## config.mk

```make
export PLATFORM = sky130hd
export DESIGN_NAME = icache_fill_responder
export DESIGN_NICKNAME = d
export VERILOG_FILES = /design/src/rtl/icache_fill_responder_pkg.sv /design/src/rtl/icache_fill_responder.sv
export SDC_FILE = /design/constraint.sdc
export NUM_CORES = 1
export LEC_CHECK = 0
export ABC_CLOCK_PERIOD_IN_PS = 1500
export CAP_MARGIN = 5
export CORE_MARGIN = 2
export CORE_UTILIZATION = 41
export DETAILED_ROUTE_END_ITERATION = 6
export HOLD_SLACK_MARGIN = 0.08
export MAX_ROUTING_LAYER = met4
export PLACE_DENSITY = 0.86
export SLEW_MARGIN = 40
export SYNTH_ARGS = -nofsm -noshare
export SYNTH_HDL_FRONTEND = slang
export SYNTH_SLANG_ARGS = --single-unit
```

## constraint.sdc

```tcl
create_clock -name clk -period 1.5 [get_ports clk]
set_input_delay 0.45 -clock clk [delete_from_list [all_inputs] [get_ports clk]]
set_output_delay 0.45 -clock clk [all_outputs]
set_load 0.02 [all_outputs]
```

## src/rtl/icache_fill_responder_pkg.sv

```systemverilog
// Shared cache/core types for the I-cache refill path: physical address, line type,
// refill FSM states and a line-alignment helper.
package icache_fill_responder_pkg;

  localparam int PADDR_W          = 34;
  localparam int ICACHE_LINE_SIZE = 32;

  typedef logic [PADDR_W-1:0]            paddr_t;
  typedef logic [ICACHE_LINE_SIZE*8-1:0] icache_line_t;

  // Kept here rather than inside the responder so trace/debug tooling can decode it.
  typedef enum logic [2:0] {
    IDLE,
    REQ,
    RECV,
    DONE,
    DRAIN
  } fill_state_e;

  function automatic paddr_t line_base(input paddr_t addr, input int unsigned line_size);
    return addr & ~paddr_t'(line_size - 1);
  endfunction

endpackage

```

## src/rtl/icache_fill_responder.sv

```systemverilog
// Turns an I-cache line refill request into a single memory-bus burst and assembles
// the returned beats into a full line; aborts drain the burst without delivering it.
module icache_fill_responder
  import icache_fill_responder_pkg::*;
#(
  parameter int LINE_SIZE = ICACHE_LINE_SIZE,
  parameter int BUS_WIDTH = 32
) (
  input  logic                   clk,
  input  logic                   rst,
  input  paddr_t                 memAddr,
  input  logic                   memReadEnable,
  output logic                   memReadDone,
  output logic [LINE_SIZE*8-1:0] memReadValue,
  input  logic                   abort,
  output paddr_t                 busAddr,
  output logic                   busReadReq,
  input  logic                   busGrant,
  input  logic                   busReadValid,
  input  logic [BUS_WIDTH-1:0]   busReadData
);

  localparam int BEATS = LINE_SIZE * 8 / BUS_WIDTH;
  localparam int CNT_W = (BEATS > 1) ? $clog2(BEATS) : 1;
  localparam logic [CNT_W-1:0] LAST_BEAT = CNT_W'(BEATS - 1);

  fill_state_e      state;
  logic [CNT_W-1:0] cnt;
  logic             last_beat;

  assign last_beat = (cnt == LAST_BEAT);

  // NOTE: done is decoded from state instead of registered so an abort arriving in
  // the DONE cycle itself can still suppress the pulse.
  assign memReadDone = (state == DONE) && !abort;

  always_ff @(posedge clk) begin
    if (rst) begin
      // NOTE: the line buffer is reset along with the control state because it drives
      // memReadValue directly and must read as zero after reset.
      state        <= IDLE;
      cnt          <= '0;
      busReadReq   <= 1'b0;
      busAddr      <= '0;
      memReadValue <= '0;
    end else begin
      case (state)
        IDLE: begin
          if (memReadEnable && !abort) begin
            busAddr    <= line_base(memAddr, LINE_SIZE);
            busReadReq <= 1'b1;
            state      <= REQ;
          end
        end

        REQ: begin
          // A grant seen together with abort still commits the memory side to a full burst.
          if (abort) begin
            busReadReq <= 1'b0;
            cnt        <= '0;
            state      <= busGrant ? DRAIN : IDLE;
          end else if (busGrant) begin
            busReadReq <= 1'b0;
            cnt        <= '0;
            state      <= RECV;
          end
        end

        RECV: begin
          if (abort) begin
            if (busReadValid) begin
              cnt   <= cnt + CNT_W'(1);
              state <= last_beat ? IDLE : DRAIN;
            end else begin
              state <= DRAIN;
            end
          end else if (busReadValid) begin
            for (int b = 0; b < BEATS; b++) begin
              if (cnt == CNT_W'(b)) memReadValue[b*BUS_WIDTH +: BUS_WIDTH] <= busReadData;
            end
            cnt <= cnt + CNT_W'(1);
            if (last_beat) state <= DONE;
          end
        end

        DONE: state <= IDLE;

        DRAIN: begin
          if (busReadValid) begin
            cnt <= cnt + CNT_W'(1);
            if (last_beat) state <= IDLE;
          end
        end

        default: state <= IDLE;
      endcase
    end
  end

endmodule

```

==> results.sh <==
export IMPL_status="finished with violations"
export IMPL_failed_checks="setup timing"
export IMPL_tritoncts="done"
export IMPL_clkTransAtPathRegs_ns=0.07
export IMPL_period_share_pct=122
export IMPL_clk_insertion_delay_late_ns=0.57
export IMPL_num_vias=12100
export IMPL_fin_total_pwr_mw=16.7
export IMPL_grt_pass1_wl_mm=62.4
export IMPL_h_tree_depth=1
export IMPL_rr_worst_depth=8
export IMPL_startpoint="state[2]"
export IMPL_ys_seq_area_share_pct=54.1
export IMPL_final_cell_mix="nand2_1 (373), buf_6 (243), dfxtp_2 (232), a21oi_2 (211), nand2_4 (173)"
export IMPL_drt_iter0_drc=1141
export IMPL_cts_root_buf="clkbuf_16"
export IMPL_yosysWarnings=0
export IMPL_grt_usage_pct=29.1
export IMPL_num_nets_final=1826
export IMPL_final_common_cell="nand2_1"
export IMPL_viasPerCell=5.76
export IMPL_ant_nets=0
export IMPL_fin_worst_skew_ns=0.0196
export IMPL_p_leak_nw=8.41
export IMPL_end_kind="flip-flop"
export IMPL_hold_path_depth=2
export IMPL_hp_class="primary input to flip-flop"
export IMPL_worst_slew_pin_slew_ns=0.984
export IMPL_gp_congestion=0.846
export IMPL_slew_headroom_pct=34.2
export IMPL_setup_viol=322
export IMPL_hp_start="rst"
export IMPL_worstPathRequired_ns=1.99
export IMPL_routed_wl_mm=53.3
export IMPL_grt_max_degree=76
export IMPL_antenna_found_initial=1
export IMPL_drt_wirelength_per_cell_um=25.3
export IMPL_drt_first_pass_iters=5
export IMPL_ioPinCount=364
export IMPL_cts_buffers=29
export IMPL_drive_gt1_share_pct=64.6
export IMPL_ys_seq_elements=292
export IMPL_synth_cell_area_sq_um=10800
export IMPL_ys_types=32
export IMPL_initial_core_util_pct=41.6
export IMPL_row_count=59
export IMPL_ir_worst_vdd_uv=930
export IMPL_fin_crit_ns=1.83
export IMPL_cp_arrival_ns=2.31
export IMPL_core_sq_um=26000
export IMPL_dpl_hpwl_mm=26.2
export IMPL_crit_type="flip-flop to flip-flop"
export IMPL_r2r_start="state[2]"
export IMPL_power_density_nw_per_um2=839
export IMPL_syn_area_per_cell_sq_um=7.99
export IMPL_syn_inst=1352
export IMPL_ctsHoldBuffers=0
export IMPL_maxCapViolCount=0
export IMPL_rsz0062_at_grt="yes"
export IMPL_die_x_um=166
export IMPL_clock_sinks=292
export IMPL_fmax_mhz=547
export IMPL_min_to="memReadValue[226]"
export IMPL_drc=0
export IMPL_slew_violations=0
export IMPL_fin_tns_setup_ns=-53.67
export IMPL_overflow=0
export IMPL_cp_max_fo=8
export IMPL_cp_start_kind="flip-flop"
export IMPL_finalHoldViolCount=0
export IMPL_cts_max_path_buffers=3
export IMPL_fp_dieArea_sq_um=27700
export IMPL_dp_slack_ns=-0.757
export IMPL_reg2reg_to="memReadValue[181]"
export IMPL_fp_dieH_um=166
export IMPL_r2r_slack_ns=-0.33
export IMPL_grt_pass1_vias=11400
export IMPL_finalWorstSetupSlack_ns=-0.327
export IMPL_area_delta_synth_final_pct=83.7
export IMPL_place_port_buffers=353
-- power breakdown --
part / switching, mW / leakage [nW] / total, mW / internal (mW)
Combinational: 0.746 / 5.45 / 1.23 / 0.487
Clock: 3.22 / 0.482 / 7.59 / 4.36
Sequential: 0.0367 / 2.47 / 7.83 / 7.80
-- worst max-delay path by stage --
stage                        end  slack [ns]  cells after the start
3_3_place_gp         memReadDone       -0.79                      3
4_1_cts              memReadDone       -0.32                      2
5_1_grt        memReadValue[179]       -0.36                      8
2_1_floorplan  memReadValue[124]      -0.008                      7
6_report       memReadValue[181]       -0.33                      8
3_5_place_dp         memReadDone       -0.76                      3
-- layer usage --
metal  track usage, %  routed length, um  vias to the layer above
met4             12.0               3780                        0
li1                 -                  -                     5124
met1             32.3              18600                     5835
met2             50.4              25900                      863
met3             6.51               4960                      298
met5                -                  0                        -
-- sequential cells by signal, summed over array words and instances, names as in the netlist --
signal,flops
state,3
busAddr,29
cnt,3
memReadValue,256
busReadReq,1
-- cell type report --
cell class                      count  area, sq um
Timing Repair Buffer              498         5980
Sequential cell                   292         6140
Inverter                            4         15.0
Fill cell                        1470         6120
Tap cell                          335          419
Multi-Input combinational cell    922         6330
Clock inverter                      6         98.8
Clock buffer                       46          880
Antenna cell                        1         2.50
-- timing repair --
action                                  4_1_cts  5_1_grt
gates cloned                                  4       28
endpoints found under the setup margin      546      378
buffers inserted                             14       14
resized for setup                          1933      579
pin swaps                                     2      303
-- kinds of logic after synthesis --
| group | share of synthesized area (%) |
|---|---|
| simple gates | 22.4 |
| flops | 54.1 |
| compound gates | 14.8 |
| buf+inv | 7.55 |
| fa+ha+maj | 0.810 |
| mux | 0.278 |
| other cells | 0.0347 |
| xor+xnor | 0.0810 |
-- through the flow --
stage	std cells	utilization [%]	instance area, sq um	hold WS [ns]
after CTS	2062	65.3	17000	0.169
after global routing	2104	76.4	19900	0.219
final	2104	76.4	19900	0.219
after global placement	1992	58.7	15300	0.439
after detailed placement	1992	58.7	15300	0.445
after floorplan	1356	-	10800	0.482
-- synthesized netlist by cell type --
cell type,n,area [sq um]
nand2_1,576,2160
dfxtp_1,292,5850
a21oi_1,252,1260
buf_2,52,260
clkbuf_1,52,195
a21oi_2,33,289
buf_6,18,203
buf_4,13,97.6
ha_1,7,87.6
nand3_1,7,35.0
and3_1,6,37.5
nor2_1,5,18.8
inv_1,4,15.0
nand2b_1,4,25.0
nor3_1,4,20.0
and4_1,3,26.3
buf_8,3,45.0
mux2i_1,3,30.0
nand4_1,3,18.8
nor2b_1,2,12.5
nor4b_1,2,17.5
a2111oi_0,1,8.76
a311o_1,1,10.0
a32o_1,1,10.0
a32oi_1,1,8.76
conb_1,1,3.75
nand3b_1,1,7.51
nor3b_2,1,12.5
nor3b_4,1,18.8
nor4bb_1,1,10.0
o31ai_1,1,7.51
xnor2_1,1,8.76
-- critical path, cell delays in order (launching register included) --
cell and delay, ns:
dfxtp_2 0.34, buf_6 0.13, nor3b_4 0.21, buf_12 0.16, buf_6 0.09, and4_4 0.35
buf_12 0.20, nand2_4 0.07, a21oi_2 0.20
Power figures use the tool's default switching activity.
